`config.mk`:
```
export PLATFORM = sky130hd
export DESIGN_NAME = poly_accum
export DESIGN_NICKNAME = d
export VERILOG_FILES = /design/src/rtl/poly_accum_pkg.sv /design/src/rtl/poly_lsb_find.sv /design/src/rtl/poly_accum.sv
export SDC_FILE = /design/constraint.sdc
export NUM_CORES = 1
export LEC_CHECK = 0
export CAP_MARGIN = 10
export CORE_MARGIN = 2
export CORE_UTILIZATION = 56
export DETAILED_ROUTE_END_ITERATION = 8
export PLACE_DENSITY = 0.95
export SKIP_LAST_GASP = 1
export SLEW_MARGIN = 20
export SYNTH_ARGS = -nofsm -noshare
export SYNTH_HDL_FRONTEND = slang
export SYNTH_SLANG_ARGS = --single-unit
```
`constraint.sdc`:
```
create_clock -name clk -period 9.8 [get_ports clk]
set_clock_uncertainty 0.05 [all_clocks]
set_input_delay 0.98 -clock clk [delete_from_list [all_inputs] [get_ports clk]]
set_output_delay 0.98 -clock clk [all_outputs]
set_load 0.01 [all_outputs]
```
`src/rtl/poly_accum_pkg.sv`:
```
`default_nettype none
// ============================================================================
// Module  : poly_accum_pkg
// Brief   : Shared types and constants for the odd-power term accumulator.
// Revision: 1.0 - initial release
// ============================================================================
package poly_accum_pkg;

  // Controller states
  typedef enum logic [1:0] {
    IDLE = 2'd0,
    SCAN = 2'd1,
    DONE = 2'd2
  } state_t;

  // Term i is weighted by 2^(i mod SHIFT_MOD) before accumulation
  localparam int SHIFT_MOD = 4;

endpackage : poly_accum_pkg
`default_nettype wire

```
`src/rtl/poly_lsb_find.sv`:
```
`default_nettype none
// ============================================================================
// Module  : poly_lsb_find
// Brief   : Combinational lowest-set-bit locator with an any-bit-set flag.
// Revision: 1.0 - initial release
// ============================================================================
module poly_lsb_find #(
  parameter int NUM_TERMS = 8,
  parameter int IDX_W     = (NUM_TERMS > 1) ? $clog2(NUM_TERMS) : 1
) (
  input  logic [NUM_TERMS-1:0] i_vec,
  output logic [IDX_W-1:0]     o_idx,
  output logic                 o_any
);

  // Walk from the top down so the last hit written is the lowest set index
  always_comb begin
    o_idx = '0;
    o_any = |i_vec;
    for (int i = NUM_TERMS - 1; i >= 0; i--) begin
      if (i_vec[i]) begin
        o_idx = IDX_W'(i);
      end
    end
  end

endmodule : poly_lsb_find
`default_nettype wire

```
`src/rtl/poly_accum.sv`:
```
`default_nettype none
// ============================================================================
// Module  : poly_accum
// Brief   : Sequential accumulator of mask-selected odd-power terms. One
//           selected term is added per cycle, lowest index first, each
//           weighted by 2^(index mod 4).
//           Optional feature macro POLY_ACCUM_PARITY_EN adds out_parity,
//           the XOR-reduction of out_data.
// Revision: 1.0 - initial release
// ============================================================================
module poly_accum
  import poly_accum_pkg::*;
#(
  parameter int NUM_TERMS  = 8,
  parameter int DATA_WIDTH = 21,
  parameter int OUT_WIDTH  = DATA_WIDTH + 3 + $clog2(NUM_TERMS)
) (
  input  logic                            clk,
  input  logic                            reset,
  input  logic                            in_vld,
  output logic                            in_rdy,
  input  logic [NUM_TERMS-1:0]            mask,
  input  logic [NUM_TERMS*DATA_WIDTH-1:0] terms,
  output logic                            out_vld,
  input  logic                            out_rdy,
  output logic [OUT_WIDTH-1:0]            out_data,
  output logic [$clog2(NUM_TERMS):0]      out_nterms
`ifdef POLY_ACCUM_PARITY_EN
  ,
  output logic                            out_parity
`endif
);

  localparam int IDX_W = (NUM_TERMS > 1) ? $clog2(NUM_TERMS) : 1;
  localparam int CNT_W = $clog2(NUM_TERMS) + 1;

  state_t                          r_state;
  logic [NUM_TERMS-1:0]            r_mask;
  logic [NUM_TERMS*DATA_WIDTH-1:0] r_terms;
  logic [OUT_WIDTH-1:0]            r_acc;
  logic [CNT_W-1:0]                r_cnt;
  logic                            r_in_rdy;
  logic                            r_out_vld;

  logic [IDX_W-1:0]                w_idx;
  logic                            w_any;
  logic [NUM_TERMS-1:0]            w_onehot;
  logic [NUM_TERMS-1:0]            w_mask_next;
  logic [DATA_WIDTH-1:0]           w_term;
  logic [31:0]                     w_shamt;
  logic [OUT_WIDTH-1:0]            w_addend;
  logic [OUT_WIDTH-1:0]            w_acc_next;

  poly_lsb_find #(
    .NUM_TERMS (NUM_TERMS),
    .IDX_W     (IDX_W)
  ) u_lsb_find (
    .i_vec (r_mask),
    .o_idx (w_idx),
    .o_any (w_any)
  );

  // Select the lowest remaining term, weight it and form the next sum/mask
  always_comb begin
    w_onehot        = '0;
    w_onehot[w_idx] = 1'b1;
    w_mask_next     = r_mask & ~w_onehot;
    w_term          = r_terms[32'(w_idx) * DATA_WIDTH +: DATA_WIDTH];
    w_shamt         = 32'(w_idx) % SHIFT_MOD;
    w_addend        = OUT_WIDTH'(w_term) << w_shamt;
    w_acc_next      = r_acc + w_addend;
  end

  // Controller: capture request, add one term per cycle, hold result until taken
  always_ff @(posedge clk) begin
    if (reset) begin
      r_state   <= IDLE;
      r_mask    <= '0;
      r_terms   <= '0;
      r_acc     <= '0;
      r_cnt     <= '0;
      r_in_rdy  <= 1'b1;
      r_out_vld <= 1'b0;
    end else begin
      case (r_state)
        IDLE: begin
          if (in_vld) begin
            r_mask   <= mask;
            r_terms  <= terms;
            r_acc    <= '0;
            r_cnt    <= '0;
            r_in_rdy <= 1'b0;
            if (mask == '0) begin
              r_state   <= DONE;
              r_out_vld <= 1'b1;
            end else begin
              r_state <= SCAN;
            end
          end
        end
        SCAN: begin
          if (w_any) begin
            r_acc  <= w_acc_next;
            r_mask <= w_mask_next;
            r_cnt  <= r_cnt + CNT_W'(1);
            if (w_mask_next == '0) begin
              r_state   <= DONE;
              r_out_vld <= 1'b1;
            end
          end else begin
            r_state   <= DONE;
            r_out_vld <= 1'b1;
          end
        end
        DONE: begin
          if (out_rdy) begin
            r_state   <= IDLE;
            r_out_vld <= 1'b0;
            r_in_rdy  <= 1'b1;
          end
        end
        default: begin
          r_state   <= IDLE;
          r_out_vld <= 1'b0;
          r_in_rdy  <= 1'b1;
        end
      endcase
    end
  end

`ifdef POLY_ACCUM_PARITY_EN
  logic r_parity;

  // Parity tracks the accumulator register so it is valid alongside out_data
  always_ff @(posedge clk) begin
    if (reset) begin
      r_parity <= 1'b0;
    end else if ((r_state == IDLE) && in_vld) begin
      r_parity <= 1'b0;
    end else if ((r_state == SCAN) && w_any) begin
      r_parity <= ^w_acc_next;
    end
  end

  assign out_parity = r_parity;
`endif

  assign in_rdy     = r_in_rdy;
  assign out_vld    = r_out_vld;
  assign out_data   = r_acc;
  assign out_nterms = r_cnt;

endmodule : poly_accum
`default_nettype wire

```
Word-level counts from Yosys, hierarchy flattened
Cells that the tools add are included.
{"block": "totals", "reg_bits": 211, "inputBits": 180, "out_inout_bits": 33, "elab_cells": 69}
{"block": "op_classes", "n_addsub": 2, "n_mul": 1, "order_cmp": 2, "eq_ne": 7, "shift": 2, "mux": 34, "bitwise": 3, "reduce_logical": 11}
{"op": "168-bit by 9-bit variable part select with 21-bit output", "n": 1}
{"op": "27-bit two-way mux", "n": 2}
{"op": "27-bit case mux with 2 select lines", "n": 1}
{"op": "27-bit adder", "n": 1}
{"op": "21-bit by 2-bit left shift with 27-bit output", "n": 1}
{"op": "3-bit two-way mux", "n": 8}
{"op": "8-bit zero test", "n": 2}
{"op": "8-bit two-way mux", "n": 2}
{"op": "8-bit case mux with 2 select lines", "n": 1}
{"op": "2-bit two-way mux", "n": 5}
{"op": "3-bit AND reduction", "n": 3}
{"op": "8-bit bitwise AND", "n": 1}
{"op": "3-bit by 5-bit multiplier with 8-bit output (second input constant)", "n": 1}
{"op": "1-bit two-way mux", "n": 8}
{"op": "4-bit two-way mux", "n": 2}
{"op": "8-bit inverter", "n": 1}
{"op": "4-bit case mux with 2 select lines", "n": 1}
{"op": "8-bit OR reduction", "n": 1}
{"op": "2-bit inequality test (second input constant)", "n": 3}
{"op": "1-bit case mux with 3 select lines", "n": 2}
{"op": "2-bit case mux with 3 select lines", "n": 1}
{"op": "4-bit by 1-bit adder with 4-bit output (second input constant)", "n": 1}
{"op": "3-bit by 4-bit < comparator with 1-bit output (second input constant)", "n": 1}
{"op": "4-bit AND reduction", "n": 1}
{"op": "other kinds (11)", "n": 11}

Longest topological paths before layout
{"block": "depth", "word_depth": 18, "depth_mapped": 21, "ltp_nobuf": 17}

Cells and area by module
Synthesis repeated with hierarchy kept, for this count alone.
{"block": "hier_totals", "cells_unflattened": 1337, "hier_area_um2": 10536.4}
{"module": "poly_accum", "instances": 1, "cells_each": 1324, "area_per_inst_um2": 10455.0, "seq_area_each_um2": 4224.1}
{"module": "poly_lsb_find", "instances": 1, "cells_each": 13, "area_per_inst_um2": 81.3, "seq_area_each_um2": 0.0}

Least setup slack after synthesis
Ideal clock, no wire load.
{"block": "synth_path", "path_type": "reg2reg", "start": "register r_mask[0]", "end": "register r_acc[26], in the netlist out_data[26]", "setup_time_ps": 72, "t_arrival_ps": 4113, "required_time_ps": 9678, "path_slack_ps": 5565, "path_stages_with_launch": 19, "n_path_buf": 1, "period_less_slack_ps": 4235, "path_cell_list": "dfxtp_1 or4_1 buf_2 nor2_1 nand2_2 o22ai_1 a31o_2 a221oi_1 and3_1 ha_1 fa_1 a211oi_1 o21ai_1 o311ai_0 nand3_1 o2111ai_1 a21oi_1 o311ai_1 mux2i_1"}
{"block": "synth_via", "elab_chain_len": 7, "word_cells_on_any_way": 10, "classes_between": "add/sub (1); mul (1); eq/ne (1); shift (2); mux (3); reduce/logical (2)"}
{"item": "start: declaration", "line": "poly_accum.sv:38", "rtl": "logic [NUM_TERMS-1:0] r_mask;"}
{"item": "start signal: assignment", "line": "poly_accum.sv:88", "rtl": "r_mask <= mask;"}
{"item": "start signal: assignment", "line": "poly_accum.sv:104", "rtl": "r_mask <= w_mask_next;"}
{"item": "3-bit two-way mux", "line": "poly_lsb_find.sv:21", "rtl": "if (i_vec[i]) begin"}
{"item": "3-bit by 5-bit multiplier with 8-bit output", "line": "poly_accum.sv:68", "rtl": "w_term = r_terms[32'(w_idx) * DATA_WIDTH +: DATA_WIDTH];"}
{"item": "168-bit by 9-bit variable part select with 21-bit output", "line": "poly_accum.sv:68"}
{"item": "21-bit by 2-bit left shift with 27-bit output", "line": "poly_accum.sv:70", "rtl": "w_addend = OUT_WIDTH'(w_term) << w_shamt;"}
{"item": "27-bit adder", "line": "poly_accum.sv:71", "rtl": "w_acc_next = r_acc + w_addend;"}
{"item": "27-bit two-way mux", "line": "poly_accum.sv:102", "rtl": "if (w_any) begin"}
{"item": "27-bit case mux with 2 select lines", "line": "poly_accum.sv:85", "rtl": "case (r_state)"}
{"item": "end signal: assignment", "line": "poly_accum.sv:103", "rtl": "r_acc <= w_acc_next;"}
{"item": "end: declaration", "line": "poly_accum.sv:40", "rtl": "logic [OUT_WIDTH-1:0] r_acc;"}
Parallel ways exist; a longest one is shown, timed or not. The select of a mux whose other input is x is not followed.
A chain may end at the register's enable or synchronous reset.

Worst setup path in the final report
{"block": "layout_path", "start": "register r_mask[2]", "end": "register r_acc[26], in the netlist out_data[26]"}
{"block": "layout_via", "elab_chain_len": 9, "word_cells_on_any_way": 12, "classes_between": "add/sub (1); mul (1); eq/ne (1); shift (2); mux (5); reduce/logical (2)"}
{"item": "3-bit two-way mux (3 in a row)", "line": "poly_lsb_find.sv:21"}
{"item": "3-bit by 5-bit multiplier with 8-bit output", "line": "poly_accum.sv:68"}
{"item": "168-bit by 9-bit variable part select with 21-bit output", "line": "poly_accum.sv:68"}
{"item": "21-bit by 2-bit left shift with 27-bit output", "line": "poly_accum.sv:70"}
{"item": "27-bit adder", "line": "poly_accum.sv:71"}
{"item": "27-bit two-way mux", "line": "poly_accum.sv:102"}
{"item": "27-bit case mux with 2 select lines", "line": "poly_accum.sv:85"}
Parallel ways exist; a longest one is shown, timed or not. The select of a mux whose other input is x is not followed.

==> impl_metrics.prom <==
# TYPE chip_impl_metric gauge
chip_impl_info{name="status",value="complete, no violations"} 1
chip_impl_metric{name="route.detailed.vias_per_inst",unit=""} 6.16
chip_impl_metric{name="start_util",unit="%"} 57.4
chip_impl_info{name="setup.worst_path.class",value="register to register"} 1
chip_impl_metric{name="power_leakage",unit="nW"} 5.16
chip_impl_metric{name="total_track_usage",unit="%"} 32.3
chip_impl_metric{name="maxCapViolations",unit=""} 0
chip_impl_info{name="setup.worst_path.start",value="r_mask[2]"} 1
chip_impl_info{name="rr_startpoint",value="r_mask[2]"} 1
chip_impl_metric{name="antenna_found_initial",unit=""} 0
chip_impl_metric{name="drt.antenna.violating_nets",unit=""} 0
chip_impl_metric{name="finalNetCount",unit=""} 1691
chip_impl_metric{name="power_per_cell_area",unit="nW/um^2"} 210
chip_impl_info{name="start_kind",value="register"} 1
chip_impl_metric{name="design.core.area",unit="sq um"} 18000
chip_impl_metric{name="dieArea",unit="sq um"} 19600
chip_impl_metric{name="postCtsHoldBufs",unit=""} 0
chip_impl_metric{name="top_level_ports",unit=""} 213
chip_impl_metric{name="synthDistinctLibCells",unit=""} 61
chip_impl_metric{name="slew_viol_final",unit=""} 0
chip_impl_info{name="grt_setup_unrepaired",value="no"} 1
chip_impl_metric{name="final-setup-viol-count",unit=""} 0
chip_impl_metric{name="r2r_setup_slack",unit="ps"} 4300
chip_impl_metric{name="number_of_buffers_inserted_by_post_cts_setup_repair",unit=""} 0
chip_impl_metric{name="worst_hold_slack",unit="ps"} 405
chip_impl_metric{name="first_iter_violations",unit=""} 1333
chip_impl_metric{name="placement.io_buffers",unit=""} 212
chip_impl_metric{name="final-hold-violation-count",unit=""} 0
chip_impl_metric{name="cts_buffers",unit=""} 22
chip_impl_metric{name="postCtsResizedCells",unit=""} 0
chip_impl_metric{name="postSynthAreaPerCell",unit="sq um"} 7.76
chip_impl_metric{name="route.detailed.drc",unit=""} 0
chip_impl_metric{name="synth.cell_area",unit="sq um"} 10300
chip_impl_metric{name="grt_start_max_net_pins",unit=""} 121
chip_impl_metric{name="h-tree-depth",unit=""} 1
chip_impl_metric{name="seq_area_frac_synth",unit="%"} 40.8
chip_impl_metric{name="overflow",unit=""} 0
chip_impl_metric{name="worst_skew_pair.late_latency",unit="ps"} 530
chip_impl_metric{name="layout-area-overhead-vs-synth",unit="%"} 27.9
chip_impl_metric{name="clock_tree.buffer_depth",unit=""} 3
chip_impl_metric{name="clkSinkCount",unit=""} 211
chip_impl_metric{name="number_of_warnings_printed_during_yosys_synthesis",unit=""} 0
chip_impl_metric{name="routed_wl",unit="um"} 33100
chip_impl_metric{name="max_freq",unit="MHz"} 182
chip_impl_metric{name="worst_setup_hold_path_clk_slew",unit="ps"} 60
chip_impl_info{name="critPathCaptureType",value="register"} 1
chip_impl_metric{name="ys_seq_elements",unit=""} 211
chip_impl_metric{name="worst_r2r_path_depth",unit=""} 17
chip_impl_metric{name="tns",unit="ps"} 0
chip_impl_info{name="worst_r2r_endpoint",value="out_data[26]"} 1
chip_impl_metric{name="synth_edf_count",unit=""} 0
chip_impl_info{name="min-delay-path-class",value="register to register"} 1
chip_impl_info{name="cts_root_buf",value="sky130_fd_sc_hd__clkbuf_16"} 1
chip_impl_metric{name="vias_in_the_first_global_route",unit=""} 10100
chip_impl_metric{name="synthesis.nets",unit=""} 1542
chip_impl_metric{name="first_pass_grt_wire_length",unit="um"} 51300
chip_impl_info{name="synth_flop_cell",value="sky130_fd_sc_hd__dfxtp_1"} 1
chip_impl_info{name="critPathCapture",value="out_data[26]"} 1
chip_impl_metric{name="cp_data_arrival_time",unit="ps"} 5890
chip_impl_metric{name="crit_path_max_fanout",unit=""} 20
chip_impl_metric{name="antenna_cells",unit=""} 0
chip_impl_metric{name="layout-drive-gt1-share",unit="%"} 5.01
chip_impl_metric{name="wirelength_per_cell",unit="um"} 19.2
chip_impl_metric{name="fin_total_pwr",unit="mW"} 2.77
chip_impl_metric{name="cp.required",unit="ps"} 10200
chip_impl_metric{name="nFillCells",unit=""} 1287
chip_impl_metric{name="layout_worst_path_cycle_share",unit="%"} 56.1
chip_impl_metric{name="fp.dieH",unit="um"} 140
chip_impl_metric{name="fp-row-count",unit=""} 49
chip_impl_metric{name="slew_headroom",unit="%"} 29.9
chip_impl_metric{name="place_congestion",unit=""} 0.947
chip_impl_metric{name="synth_cells",unit=""} 1333
chip_impl_metric{name="finalWorstPathRequiredPeriod",unit="ps"} 5500
chip_impl_metric{name="async_flop_share",unit="%"} 0
chip_impl_info{name="tritoncts",value="done"} 1
chip_impl_metric{name="detail_route.first_pass.iterations",unit=""} 6
chip_impl_metric{name="place_hpwl",unit="um"} 23400
chip_impl_metric{name="tightest_slew",unit="ps"} 1050
chip_impl_metric{name="die_width",unit="um"} 140
chip_impl_metric{name="num_vias",unit=""} 10600
chip_impl_metric{name="irDropWorstVdd",unit="mV"} 0.193
## cells in the final DEF (no fill, tap or decap), drive strengths merged, types with 3 or more instances in the layout
cell / instances
buf: 10
o21ai: 30
nor2: 42
nor2b: 8
a21o: 14
o221ai: 8
nand2: 394
a21oi: 224
a211oi: 9
mux2: 9
o311ai: 3
ha: 28
a22o: 12
a221o: 4
or3: 3
mux2i: 65
xor2: 10
o21a: 6
or2: 3
clkinv: 7
o31ai: 3
a22oi: 4
nand3: 21
clkdlybuf4s50: 211
and3: 4
nand2b: 5
a31o: 7
xnor2: 14
nor3: 16
o22ai: 18
nor4: 3
a2111oi: 4
inv: 5
clkbuf: 29
and2: 7
a221oi: 16
dfxtp: 211
## kinds of logic (layout without fill, tap and decap cells)
group           Yosys count  in the layout  share of synthesized area (%)
simple gates            510            510                           19.9
flops                   211            211                           40.8
fa+ha+maj                30             30                           3.68
mux                      74             74                           7.27
xor+xnor                 24             24                           2.03
buf+inv                 101            266                           3.93
compound gates          383            383                           22.4
## routing by layer
metal / GRT usage, % / vias up / share of wire [%] / wire [um]
li1: - / 4940 / - / -
met3: 5.98 / 147 / 9.1 / 3010
met4: 17.6 / 0 / 6.1 / 2010
met2: 53.3 / 635 / 47 / 15500
met1: 40.1 / 4918 / 38 / 12600
met5: 0 / - / 0 / 0
## critical path, cell delays in order (launching register included)
cell and delay (ps):
sky130_fd_sc_hd__dfxtp_1 490, sky130_fd_sc_hd__or4_1 630, sky130_fd_sc_hd__nor2_1 320, sky130_fd_sc_hd__nand2_2 320
sky130_fd_sc_hd__o22ai_1 320, sky130_fd_sc_hd__a31o_2 160, sky130_fd_sc_hd__a221oi_1 70, sky130_fd_sc_hd__and3_1 250
sky130_fd_sc_hd__ha_1 210, sky130_fd_sc_hd__fa_1 440, sky130_fd_sc_hd__a211oi_1 300, sky130_fd_sc_hd__o21ai_1 210
sky130_fd_sc_hd__o311ai_0 390, sky130_fd_sc_hd__nand3_1 230, sky130_fd_sc_hd__o2111ai_1 310, sky130_fd_sc_hd__a21oi_1 130
sky130_fd_sc_hd__o311ai_1 350, sky130_fd_sc_hd__mux2i_1 220
## Yosys cell counts (3+ instances only)
library cell	count	share of area, %
sky130_fd_sc_hd__nand2_1	393	14
sky130_fd_sc_hd__a21oi_1	223	11
sky130_fd_sc_hd__dfxtp_1	211	41
sky130_fd_sc_hd__clkbuf_1	77	2.8
sky130_fd_sc_hd__mux2i_1	65	6.3
sky130_fd_sc_hd__nor2_1	42	1.5
sky130_fd_sc_hd__ha_1	28	3.4
sky130_fd_sc_hd__o21ai_0	27	1.3
sky130_fd_sc_hd__nand3_1	21	1.0
sky130_fd_sc_hd__o22ai_1	18	1.1
sky130_fd_sc_hd__a221oi_1	16	1.4
sky130_fd_sc_hd__nor3_1	16	0.77
sky130_fd_sc_hd__a21o_1	14	1.0
sky130_fd_sc_hd__xnor2_1	14	1.2
sky130_fd_sc_hd__a22o_1	12	1.0
sky130_fd_sc_hd__buf_2	12	0.58
sky130_fd_sc_hd__xor2_1	10	0.85
sky130_fd_sc_hd__mux2_2	9	0.98
sky130_fd_sc_hd__a211oi_1	8	0.58
sky130_fd_sc_hd__nor2b_1	8	0.48
sky130_fd_sc_hd__o221ai_1	8	0.68
sky130_fd_sc_hd__a31o_2	7	0.59
sky130_fd_sc_hd__and2_1	7	0.42
sky130_fd_sc_hd__o21a_1	6	0.44
sky130_fd_sc_hd__inv_1	5	0.18
sky130_fd_sc_hd__nand2b_1	5	0.30
sky130_fd_sc_hd__a2111oi_0	4	0.34
sky130_fd_sc_hd__a221o_1	4	0.39
sky130_fd_sc_hd__a22oi_1	4	0.29
sky130_fd_sc_hd__and3_1	4	0.24
sky130_fd_sc_hd__buf_1	3	0.11
sky130_fd_sc_hd__buf_4	3	0.22
sky130_fd_sc_hd__nor4_1	3	0.18
sky130_fd_sc_hd__o21ai_1	3	0.15
sky130_fd_sc_hd__o31ai_1	3	0.22
sky130_fd_sc_hd__or2_2	3	0.18
sky130_fd_sc_hd__or3_1	3	0.18
## report_power, final
part           switching [mW]  internal [mW]
logic                   0.541          0.375
registers              0.0573          0.932
clock network           0.361          0.508
total                   0.960           1.81
## through the flow
stage | area, sq um | setup WS (ps) | std cells | utilization (%)
detailed placement | 12500 | 4470 | 1687 | 69.1
finish | 13200 | 4300 | 1727 | 73.4
global route | 13200 | 3930 | 1727 | 73.4
floorplan | 10300 | 5570 | 1333 | -
global placement | 12500 | 4680 | 1687 | 69.1
CTS | 13200 | 4420 | 1727 | 73.4
## layout make-up
cell class                      instances  area [sq um]  area share [%]
Clock buffer                           29           627            4.74
Clock inverter                         11           135            1.02
Inverter                                5          18.8           0.142
Multi-Input combinational cell       1021          5740            43.4
Sequential cell                       211          4220            31.9
Tap cell                              229           287            2.17
Timing Repair Buffer                  221          2200            16.6
## flip-flops by register name, summed over array words and instances, names as in the netlist
name        flops
r_terms       168
out_data       27
r_mask          8
out_nterms      4
r_state         2
in_rdy          1
out_vld         1
## worst min-delay path by stage
stage | cells after the start | end | startpoint
after floorplan | 2 | r_terms[151] | r_terms[151]
after global placement | 2 | r_terms[130] | r_terms[130]
after detailed placement | 2 | r_terms[77] | r_terms[77]
after CTS | 2 | r_terms[77] | r_terms[77]
after global routing | 2 | r_terms[60] | r_terms[60]
final | 2 | r_terms[63] | r_terms[63]
(Power assumes the default switching activity.)
